### src/rtl/ins_queue_mw.sv
// Instruction queue with 2-wide push, 2-wide pop and show-ahead front outputs.
// Rejected pushes and illegal pops are dropped and latch a sticky overflow flag.
module ins_queue_mw #(
   parameter int unsigned DEPTH = 16,
   parameter int unsigned INS_W = 32,
   parameter int unsigned PC_W  = 32
) (
   input  logic                       clk,
   input  logic                       reset_n,
   input  logic                       ready,
   input  logic                       clear,
   input  logic [1:0]                 push_cnt,
   input  logic [INS_W-1:0]           push_ins0,
   input  logic [INS_W-1:0]           push_ins1,
   input  logic [PC_W-1:0]            push_pc0,
   input  logic [PC_W-1:0]            push_pc1,
   input  logic [PC_W-1:0]            push_pred_pc0,
   input  logic [PC_W-1:0]            push_pred_pc1,
   input  logic [1:0]                 pop_cnt,
   output logic [1:0]                 front_valid,
   output logic [INS_W-1:0]           front_ins0,
   output logic [INS_W-1:0]           front_ins1,
   output logic [PC_W-1:0]            front_pc0,
   output logic [PC_W-1:0]            front_pc1,
   output logic [PC_W-1:0]            front_pred_pc0,
   output logic [PC_W-1:0]            front_pred_pc1,
   output logic [$clog2(DEPTH):0]     free_cnt,
   output logic                       full,
   output logic                       overflow
);
   localparam int unsigned AW = $clog2(DEPTH);
   localparam int unsigned CW = AW + 1;

   logic [AW-1:0]    head_q, head_d, tail_q, tail_d;
   logic [AW-1:0]    head_p1, tail_p1;
   logic [CW-1:0]    count_q, count_d;
   logic             overflow_q, overflow_d;
   logic [CW-1:0]    free_w, push_amt, pop_amt;
   logic             push_ok, pop_ok, do_op;

   logic [INS_W-1:0] ins_mem  [DEPTH];
   logic [PC_W-1:0]  pc_mem   [DEPTH];
   logic [PC_W-1:0]  pred_mem [DEPTH];

   assign head_p1  = head_q + AW'(1);
   assign tail_p1  = tail_q + AW'(1);
   assign free_w   = CW'(DEPTH) - count_q;
   // Acceptance is judged on start-of-cycle occupancy; same-cycle pops give no credit.
   assign push_ok  = (push_cnt != 2'd3) && (CW'(push_cnt) <= free_w);
   assign pop_ok   = (pop_cnt != 2'd3) && (CW'(pop_cnt) <= count_q);
   assign push_amt = push_ok ? CW'(push_cnt) : '0;
   assign pop_amt  = pop_ok ? CW'(pop_cnt) : '0;
   assign do_op    = ready && !clear;

   always_comb begin
      head_d     = head_q;
      tail_d     = tail_q;
      count_d    = count_q;
      overflow_d = overflow_q;
      if (clear) begin
         head_d  = '0;
         tail_d  = '0;
         count_d = '0;
      end else if (ready) begin
         head_d     = head_q + (pop_ok ? AW'(pop_cnt) : '0);
         tail_d     = tail_q + (push_ok ? AW'(push_cnt) : '0);
         count_d    = count_q + push_amt - pop_amt;
         overflow_d = overflow_q | ~push_ok | ~pop_ok;
      end
   end

   always_ff @(posedge clk or negedge reset_n) begin
      if (!reset_n) begin
         head_q     <= '0;
         tail_q     <= '0;
         count_q    <= '0;
         overflow_q <= 1'b0;
      end else begin
         head_q     <= head_d;
         tail_q     <= tail_d;
         count_q    <= count_d;
         overflow_q <= overflow_d;
      end
   end

   // Entry storage carries no reset; validity comes solely from count.
   always_ff @(posedge clk) begin
      if (do_op && push_ok && (push_cnt != 2'd0)) begin
         ins_mem[tail_q]  <= push_ins0;
         pc_mem[tail_q]   <= push_pc0;
         pred_mem[tail_q] <= push_pred_pc0;
         if (push_cnt == 2'd2) begin
            ins_mem[tail_p1]  <= push_ins1;
            pc_mem[tail_p1]   <= push_pc1;
            pred_mem[tail_p1] <= push_pred_pc1;
         end
      end
   end

   always_comb begin
      front_valid    = {(count_q >= CW'(2)), (count_q >= CW'(1))};
      front_ins0     = ins_mem[head_q];
      front_pc0      = pc_mem[head_q];
      front_pred_pc0 = pred_mem[head_q];
      front_ins1     = ins_mem[head_p1];
      front_pc1      = pc_mem[head_p1];
      front_pred_pc1 = pred_mem[head_p1];
      free_cnt       = free_w;
      full           = (free_w < CW'(2));
      overflow       = overflow_q;
   end
endmodule

### config.mk
export PLATFORM = sky130hd
export DESIGN_NAME = ins_queue_mw
export DESIGN_NICKNAME = d
export VERILOG_FILES = /design/src/rtl/ins_queue_mw.sv
export SDC_FILE = /design/constraint.sdc
export NUM_CORES = 2
export LEC_CHECK = 0
export BUFFER_PORTS_ARGS = -buffer_cell sky130_fd_sc_hd__clkbuf_2
export CORE_MARGIN = 2
export CORE_UTILIZATION = 57
export DETAILED_ROUTE_END_ITERATION = 8
export HOLD_SLACK_MARGIN = 0.03
export PLACE_DENSITY = 0.78
export SYNTH_ARGS = -nofsm -noshare
export SYNTH_HDL_FRONTEND = slang
export SYNTH_SLANG_ARGS = --single-unit
### constraint.sdc
create_clock -name clk -period 11.1 [get_ports clk]
set_input_delay 0.555 -clock clk [delete_from_list [all_inputs] [get_ports clk]]
set_output_delay 0.555 -clock clk [all_outputs]
set_load 0.01 [all_outputs]
==> flow_metrics.py <==
metrics = {
    "outcome": {
        "status": "finished, violations left",
        "failed_checks": "max-slew violations",
    },
    "synthesis": {
        "synth_edf_count": 1536,
        "ys_async_sr_fraction_pct": 0.9032,
        "synthesis.nets": 5024,
        "synth.avg_cell_area_um2": 18.56,
        "synth_ff_type": "edfxtp_1",
        "synth_cells": 4801,
        "netlist_area_mm2": 0.08908,
        "synth-seq-area-share_pct": 52.17,
        "synth_seq_cells": 1550,
        "yosysWarnings": 0,
        "yosysUniqueCellTypes": 48,
    },
    "setup_path": {
        "critPathCaptureType": "output pin",
        "rr_worst_depth": 9,
        "path_class": "reg2out",
        "crit_path_start_kind": "register",
        "required_ns": 10.55,
        "cp_max_fo": 134,
        "critical_path_arrival_ns": 5.97,
    },
    "global_route": {
        "grt-ovfl-total": 0,
        "grt_pass1_wl_um": 377600,
        "antenna_found_initial": 47,
        "track_usage_pct": 33.21,
        "grt_max_degree": 138,
        "grt_pass1_vias": 53290,
    },
    "sta": {
        "hold_violations": 0,
        "fmax_mhz": 153.2,
        "tightest_slew_ns": 1.798,
        "slew_viol_final": 61,
        "period_share_pct": 58.82,
        "setup_viol": 0,
        "setup_slack_ns": 4.571,
        "rsz0062_at_grt": "false",
        "slew_headroom_pct": -19.87,
        "hold_ws_ns": 0.1466,
        "fin_skew_ns": 0.02758,
        "period_minus_slack_ns": 6.529,
    },
    "die": {
        "die_area_mm2": 0.1595,
        "start_util_pct": 57.23,
        "core_area_mm2": 0.1557,
        "num_rows": 145,
        "io_pins": 401,
        "die_height_um": 399.3,
        "die_x_um": 399.3,
    },
    "route": {
        "ant_nets": 0,
        "vias_per_cell": 7.406,
        "wl_um": 264100,
        "routed-via-count": 52450,
        "drc": 0,
        "routedWlPerCell_um": 37.29,
        "drt_iter0_drc": 7696,
        "firstDrtPassIters": 5,
    },
    "placement": {
        "placedInstanceArea_mm2": 0.09252,
        "gp_congestion": 0.8212,
        "dp_hpwl_um": 134100,
        "place_worst_setup_slack_ns": 5.323,
        "io_buffers": 400,
    },
    "clocking": {
        "cts_made_buffers": 168,
        "root_buffer": "clkbuf_16",
        "cts_tree": "built",
        "cts-hold-fix-buffers": 1,
        "cts_sinks": 1550,
        "clk_latency_ns": 0.81,
        "clockBufferDepth": 3,
        "h-tree-depth": 4,
        "cts_setup_buffers": 0,
        "cts.clk_slew.worst_paths_ns": 0.06,
        "cts_resized": 0,
    },
    "cells_and_area": {
        "final_area_mm2": 0.09770,
        "drive_above_1_share_pct": 65.05,
        "final_common_cell": "edfxtp_1",
        "n_fill_cell": 10900,
        "nets": 5108,
        "area_growth_pct": 9.672,
        "mostFrequentLayoutCells": "edfxtp_1, mux2_2, mux4_2",
    },
    "pwr": {
        "p_leak_nw": 30.08,
        "peakVddDrop_mv": 0.1616,
        "power_density_mw_per_mm2": 162.7,
    },
    "min_path": {
        "hold_depth": 2,
        "hold_path.class": "in2reg",
    },
    "job": {
        "cap_violations": 0,
    },
}
worst paths after layout:
kind,endpoint,slack [ns],from
min reg2reg,overflow,0.51,overflow
max,front_pred_pc1[19],4.57,head_q[0]
min in group asynchronous,overflow,0.20,reset_n
max reg2reg,pred_mem[8][15],6.09,count_q[0]
min,tail_q[3],0.15,clear
max in group asynchronous,head_q[1],10.59,reset_n
through the flow:
| stage | setup TNS, ns | power, W | instances | util [%] |
|---|---|---|---|---|
| 3_5_place_dp | 0 | 0.01063 | 6772 | 59.43 |
| 3_3_place_gp | 0 | 0.01058 | 6772 | 59.43 |
| 6_report | 0 | 0.01590 | 7082 | 62.76 |
| 4_1_cts | 0 | 0.01595 | 7068 | 62.74 |
| 5_1_grt | 0 | 0.01640 | 7074 | 62.75 |
| 2_1_floorplan | -205.45 | 0.009518 | 4801 | - |
cells by family (layout without fill, tap and decap cells):
family | after synthesis | after routing | synth area share, %
adder cells (fa/ha/maj) | 24 | 24 | 0.3680
flip-flops | 1550 | 1550 | 52.17
buffers and inverters | 600 | 809 | 2.788
AND/OR/NAND/NOR | 90 | 90 | 0.6040
AO/OA/AOI/OAI | 26 | 26 | 0.2079
XOR/XNOR | 9 | 9 | 0.09691
other | 0 | 14 | 0
multiplexers | 2502 | 2502 | 43.77
cells in the mapped netlist (all sizes together) (3+ instances only):
master	count	area share, %
mux4	960	24
or2	3	0.021
nand2b	6	0.042
nand2	15	0.066
fa	4	0.090
edfxtp	1536	52
clkbuf	261	1.1
nor2	21	0.088
or3	4	0.028
mux2	1536	19
xnor2	5	0.058
inv	19	0.080
mux2i	6	0.067
ha	19	0.27
buf	320	1.6
xor2	4	0.039
o21ai	5	0.028
nand3	5	0.028
nor4	17	0.18
a21oi	8	0.045
dfrtp	14	0.39
nor3	9	0.067
and2	3	0.021
registers in the layout, indices dropped and copies added, names as in the netlist:
register,count
overflow,1
pred_mem,512
head_q,4
ins_mem,512
tail_q,4
count_q,5
pc_mem,512
metal layers:
layer  track usage [%]  vias to the layer above  share of wire (%)
met4             10.30                       58                3.1
met1             47.03                    27860                 38
met5                 0                        -               0.14
met3             9.436                      550                 13
met2             50.43                     3533                 46
li1                  -                    20450                  -
power by group:
part	internal [W]	total, W	leakage [nW]	switching (W)
combinational	0.00200	0.00395	13.6	0.00195
sequential	0.00651	0.00658	14.0	0.0000658
clock	0.00304	0.00537	2.50	0.00233
cell type report:
class	count	area (um^2)	share of cell area (%)
Multi-Input combinational cell	2651	40390	41.34
Tap cell	2058	2575	2.636
Clock buffer	216	4512	4.618
Sequential cell	1550	46490	47.58
Clock inverter	79	626.9	0.6416
Timing Repair Buffer	495	3005	3.076
Inverter	19	71.32	0.07300
Antenna cell	14	35.03	0.03586
worst max-delay path: stages, from the launching register on:
cell      delay, ns
dfrtp_4        0.61
buf_4          0.74
buf_12         0.68
buf_4          0.72
buf_4          0.87
mux4_2         0.61
mux4_2         0.54
clkbuf_2       0.16
(Power assumes the default switching activity.)
